File: src/rtl/jk_excite_counter.sv
// Modulo-N up/down counter that excites an external JK flip-flop bank from a shadow copy
// of its state, and flags any divergence between the bank feedback and that shadow.
module jk_excite_counter #(
    parameter int WIDTH   = 4,
    parameter int MODULUS = 10
) (
    input  logic             clk,
    input  logic             rst_n,
    input  logic             en,
    input  logic             up_dn,
    input  logic             load,
    input  logic [WIDTH-1:0] load_val,
    input  logic [WIDTH-1:0] fb_q,
    output logic [WIDTH-1:0] J,
    output logic [WIDTH-1:0] K,
    output logic [WIDTH-1:0] q,
    output logic             tc,
    output logic             wrap,
    output logic             err
);

    generate
        if (MODULUS < 2 || MODULUS > (1 << WIDTH)) begin : g_bad_modulus
            $error("jk_excite_counter: MODULUS must lie in 2..2**WIDTH");
        end
    endgenerate

    localparam logic [WIDTH:0]   MOD_EXT = (WIDTH+1)'(MODULUS);
    localparam logic [WIDTH-1:0] MAX_Q   = WIDTH'(MODULUS - 1);

    logic [WIDTH-1:0] q_q, q_d;
    logic             wrap_q, wrap_d;
    logic             err_q, err_d;
    logic [WIDTH-1:0] nxt;
    logic             wrap_step;

    // Load clamps out-of-range values to zero without flagging an error.
    always_comb begin
        nxt       = q_q;
        wrap_step = 1'b0;
        if (load) begin
            if ({1'b0, load_val} < MOD_EXT) begin
                nxt = load_val;
            end else begin
                nxt = '0;
            end
        end else if (en) begin
            if (up_dn) begin
                wrap_step = (q_q == MAX_Q);
                nxt       = wrap_step ? '0 : q_q + 1'b1;
            end else begin
                wrap_step = (q_q == '0);
                nxt       = wrap_step ? MAX_Q : q_q - 1'b1;
            end
        end
    end

    always_comb begin
        q_d    = nxt;
        wrap_d = wrap_step;
        err_d  = err_q | (fb_q != q_q);
        tc     = rst_n & wrap_step;
        // Reset drives K high on every bit so the bank clears on the same edge as the shadow.
        if (rst_n) begin
            J = ~q_q & nxt;
            K = q_q & ~nxt;
        end else begin
            J = '0;
            K = '1;
        end
    end

    always_ff @(posedge clk) begin
        if (!rst_n) begin
            q_q    <= '0;
            wrap_q <= 1'b0;
            err_q  <= 1'b0;
        end else begin
            q_q    <= q_d;
            wrap_q <= wrap_d;
            err_q  <= err_d;
        end
    end

    assign q    = q_q;
    assign wrap = wrap_q;
    assign err  = err_q;

endmodule
File: config.mk
export PLATFORM = sky130hd
export DESIGN_NAME = jk_excite_counter
export DESIGN_NICKNAME = d
export VERILOG_FILES = /design/src/rtl/jk_excite_counter.sv
export SDC_FILE = /design/constraint.sdc
export NUM_CORES = 1
export LEC_CHECK = 0
export ABC_AREA = 1
export CORE_UTILIZATION = 37
export DETAILED_ROUTE_END_ITERATION = 7
export PLACE_DENSITY = 0.73
export SETUP_SLACK_MARGIN = 0.4
export SYNTH_ARGS = -nofsm -noshare
export SYNTH_HDL_FRONTEND = slang
export SYNTH_SLANG_ARGS = --single-unit
File: constraint.sdc
create_clock -name clk -period 1.8 [get_ports clk]
set_clock_uncertainty 0.15 [all_clocks]
set_input_delay 0.36 -clock clk [delete_from_list [all_inputs] [get_ports clk]]
set_output_delay 0.36 -clock clk [all_outputs]
set_load 0.02 [all_outputs]
==> flow_metrics.env, run 1 <==
export IMPL_seq_area_frac_synth=0.228
export IMPL_dp_cells=150
export IMPL_yosys_warnings=0
export IMPL_firstError="[ERROR DPL-0038] Utilization greater than 100%, impossible to legalize"
export IMPL_crit_endpoint="K[3]"
export IMPL_postSynthAreaPerCell_um2=5.92
export IMPL_die_h_um=39.7
export IMPL_grt_max_degree=8
export IMPL_synth_seq_cells=6
export IMPL_port_buffers=27
export IMPL_h_tree_depth=1
export IMPL_ys_types=23
export IMPL_haltStage="global routing"
export IMPL_pin_count=28
export IMPL_timing_worst_endpoint_kind="top-level output"
export IMPL_syn_inst=89
export IMPL_numCtsBuffers=3
export IMPL_synthesis_nets=102
export IMPL_hpwl_um=1600
export IMPL_gp_congestion=0.908
export IMPL_initial_core_util=0.400
export IMPL_cts_path_max_buffers=2
export IMPL_rows=13
export IMPL_clock_sinks=6
export IMPL_status="stopped before the end"
export IMPL_root_buffer="clkbuf_4"
export IMPL_syn_area_um2=527
export IMPL_die_w_um=39.7
synth_stat cells (all sizes together):
cell     count  share of area
nand3       14           0.13
o21ai        4          0.038
clkbuf       2          0.014
a22o         1          0.017
o22ai        1          0.012
inv         11          0.078
a21oi        9          0.093
a2111oi      2          0.047
xor2         1          0.017
nor3         1         0.0095
nand2       26           0.19
nand4        1          0.012
a211oi       1          0.014
nor2         8          0.081
dfxtp        6           0.23
and2         1          0.012
kinds of logic after synthesis:
kind of cell	Yosys count	share of synthesized area
and+or+nand+nor	51	0.442
AOI/OAI and AO/OA	18	0.221
xor gates and xnor gates	1	0.0166
buffers and inverters	13	0.0926
DFF	6	0.228
repair_timing:
item,4_1_cts
pin swaps,16
buffers inserted,7
cloned,1
endpoints found under the setup margin,19
resized for setup,103
hold buffers,0
through the flow:
stage	hold WS, ns	worst slack (ns)	setup TNS, ns	area (µm²)
global placement	0.371	-0.830	-6.75	1090
floorplan	0.402	0.151	0	666
detailed placement	0.386	-0.856	-7.00	1090
CTS	0.384	-0.177	-1.20	1250
==> run 2, diff against run 1 <==
--- a/config.mk
+++ b/config.mk
@@ -6,10 +6,10 @@
 export NUM_CORES = 1
 export LEC_CHECK = 0
 export ABC_AREA = 1
-export CORE_UTILIZATION = 37
+export CORE_AREA = 2 2 63 65
 export DETAILED_ROUTE_END_ITERATION = 7
-export PLACE_DENSITY = 0.73
-export SETUP_SLACK_MARGIN = 0.4
+export DIE_AREA = 0 0 65 67
+export PLACE_DENSITY_LB_ADDON = 0.15
 export SYNTH_ARGS = -nofsm -noshare
 export SYNTH_HDL_FRONTEND = slang
 export SYNTH_SLANG_ARGS = --single-unit
==> flow_metrics.env, run 2 <==
export IMPL_synth_largest_area_cell="dfxtp_1"
export IMPL_largest_register_ffs=4
export IMPL_worstMarginPinSlew_ns=0.321
export IMPL_root_buffer="clkbuf_8"
export IMPL_holdCritStartpoint="err$_SDFF_PN0_"
export IMPL_pin_count=28
export IMPL_die_h_um=67
export IMPL_antenna_found_initial=0
export IMPL_synth_seq_cells=6
export IMPL_numCtsBuffers=3
export IMPL_drt_iter0_markers=23
export IMPL_seq_area_frac_synth=0.228
export IMPL_grt_pass1_wl_um=3640
export IMPL_postSynthAreaPerCell_um2=5.92
export IMPL_path_max_fanout=6
export IMPL_hpwl_um=1640
export IMPL_gp_congestion=0.740
export IMPL_core_area_um2=3610
export IMPL_die_area_um2=4360
export IMPL_drc_errors=0
export IMPL_ys_types=23
export IMPL_synth_edf_count=0
export IMPL_clkTransAtPathRegs_ns=0.04
export IMPL_endpoint_kind="output port"
export IMPL_final_setup_tns_ns=-0.922
export IMPL_synthAdderAreaFrac=0
export IMPL_wl_um=2160
export IMPL_drive_gt1_frac=0.580
export IMPL_drv_slew=0
export IMPL_synth_most_common_cell="nand2_1"
export IMPL_hold_viol=0
export IMPL_firstDrtPassIters=4
export IMPL_h_tree_depth=1
export IMPL_rows=22
export IMPL_rr_endpoint="err$_SDFF_PN0_"
export IMPL_yosys_top_cells_count="nand2_1, nand3_1, a21oi_1, inv_1, dfxtp_1"
export IMPL_synth_compound_area_frac=0.221
export IMPL_detail_route_vias_per_cell=4.08
export IMPL_arrival_ns=1.44
export IMPL_cp_required_ns=1.29
export IMPL_synth_top_cell_area_share=0.228
export IMPL_hold_depth=2
export IMPL_synth_mux_area_frac=0
export IMPL_setup_viol=9
export IMPL_p_per_area_nw_per_um2=521
export IMPL_vdd_ir_drop_max_v=0.000236
export IMPL_grt_usage=0.110
export IMPL_synth_top_family_by_area="simple AND/OR/NAND/NOR gates"
export IMPL_mostFrequentLayoutCells="buf_4, nand2_1, nand2_2"
export IMPL_ant_nets=0
export IMPL_path_class="reg2out"
export IMPL_synth_simple_area_share=0.442
export IMPL_final_nets=165
export IMPL_worstHoldEndpoint="err$_SDFF_PN0_"
export IMPL_grt_max_degree=8
export IMPL_hold_buffers=0
export IMPL_synthXorXnorAreaFrac=0.0166
export IMPL_status="complete, but fails checks"
export IMPL_max_freq_mhz=512
export IMPL_whs_ns=0.392
export IMPL_insertedDiodeCount=0
export IMPL_insertion_delay_ns=0.22
export IMPL_critPathLaunch="q[1]$_SDFF_PN0_"
export IMPL_synth_ff_type="dfxtp_1"
export IMPL_wl_per_cell_um=10.9
export IMPL_syn_inst=89
export IMPL_clock_sinks=6
export IMPL_synthesis_nets=102
export IMPL_dp_slack_ns=-0.851
export IMPL_die_w_um=65
export IMPL_initial_core_util=0.146
export IMPL_vias=808
export IMPL_rsz0062_at_grt="yes"
export IMPL_violations="negative setup slack"
export IMPL_area_growth_pct=142
export IMPL_hold_path_class="reg2reg"
export IMPL_r2r_start="q[0]$_SDFF_PN0_"
export IMPL_port_buffers=27
export IMPL_cts_tree="built"
export IMPL_finalCriticalPeriod_ns=1.95
export IMPL_cts_path_max_buffers=2
export IMPL_r2r_slack_ns=0.39
export IMPL_globalRouteOverflowTotal=0
export IMPL_grt_pass1_vias=816
export IMPL_async_reset_ff_frac=0
export IMPL_start_kind="flip-flop"
export IMPL_p_leak_nw=0.607
export IMPL_timing_max_cap_violations=0
export IMPL_syn_area_um2=527
export IMPL_final_util=0.353
export IMPL_synth_area_leaders="dfxtp_1, nand2_1, nand3_1"
export IMPL_yosys_warnings=0
export IMPL_layout_commonest_cell="buf_4"
export IMPL_reg2regPathDepth=6
export IMPL_relSlewSlack=0.785
export IMPL_post_route_period_util=1.09
export IMPL_finalWorstSetupSlack_ns=-0.154
run 2: cell counts after synthesis:
Identical to the previous run, type by type.
run 2: repair_timing:
item | in CTS | in global routing
setup endpoints to repair | 13 | 9
buffers inserted | 7 | 0
resized for setup | 101 | 7
pin swaps | 11 | 2
cloned | 1 | 0
run 2: routing by layer:
metal,share of wire,global-route usage,wire (µm)
met5,0,0,0
met4,0,0.0239,0
met3,0.022,0.0253,47
met2,0.49,0.178,1070
met1,0.48,0.148,1040
run 2: cells by family after synthesis:
family | Yosys count
and+or+nand+nor | 51
AOI/OAI and AO/OA | 18
buffers and inverters | 13
DFF | 6
xor gates and xnor gates | 1
run 2: area by class of cell:
type	instances	area, µm²
repair buffers	60	508
inverters	11	51.3
fillers	396	2330
flip-flops and latches	6	135
well taps	48	60.1
multi-input cells	70	478
clock buffers	3	41.3
run 2: where the power goes:
part / internal [mW] / switching (mW) / total, mW
logic: 0.156 / 0.154 / 0.310
clock network: 0.143 / 0.0521 / 0.195
registers: 0.141 / 0.0172 / 0.158
run 2: how the worst max path moves through the flow:
| stage | end | slack [ns] | cells past startpoint |
|---|---|---|---|
| after floorplan | K[1] | -0.03 | 8 |
| after global placement | J[1] | -0.84 | 9 |
| after detailed placement | J[0] | -0.85 | 6 |
| after CTS | K[3] | -0.15 | 10 |
| after global routing | K[2] | -0.25 | 8 |
| final | K[3] | -0.15 | 10 |
run 2: per-stage QoR:
step           instance area [µm²]  instances  total power, mW
4_1_cts                       1250        198            0.669
6_report                      1270        198            0.663
2_1_floorplan                  543         89            0.277
5_1_grt                       1270        198            0.711
3_5_place_dp                  1050        187            0.424
3_3_place_gp                  1050        187            0.424
run 2: critical path, stage by stage (launching register included):
cell,delay [ns]
dfxtp_4,0.37
nor2_4,0.17
nand2_1,0.07
nand2_1,0.08
nand2_2,0.04
nand2_1,0.07
nand3_2,0.08
nand2_2,0.11
nand3_2,0.07
nand2_2,0.07
buf_6,0.11
Note: power is estimated with default switching activity, not from simulation.
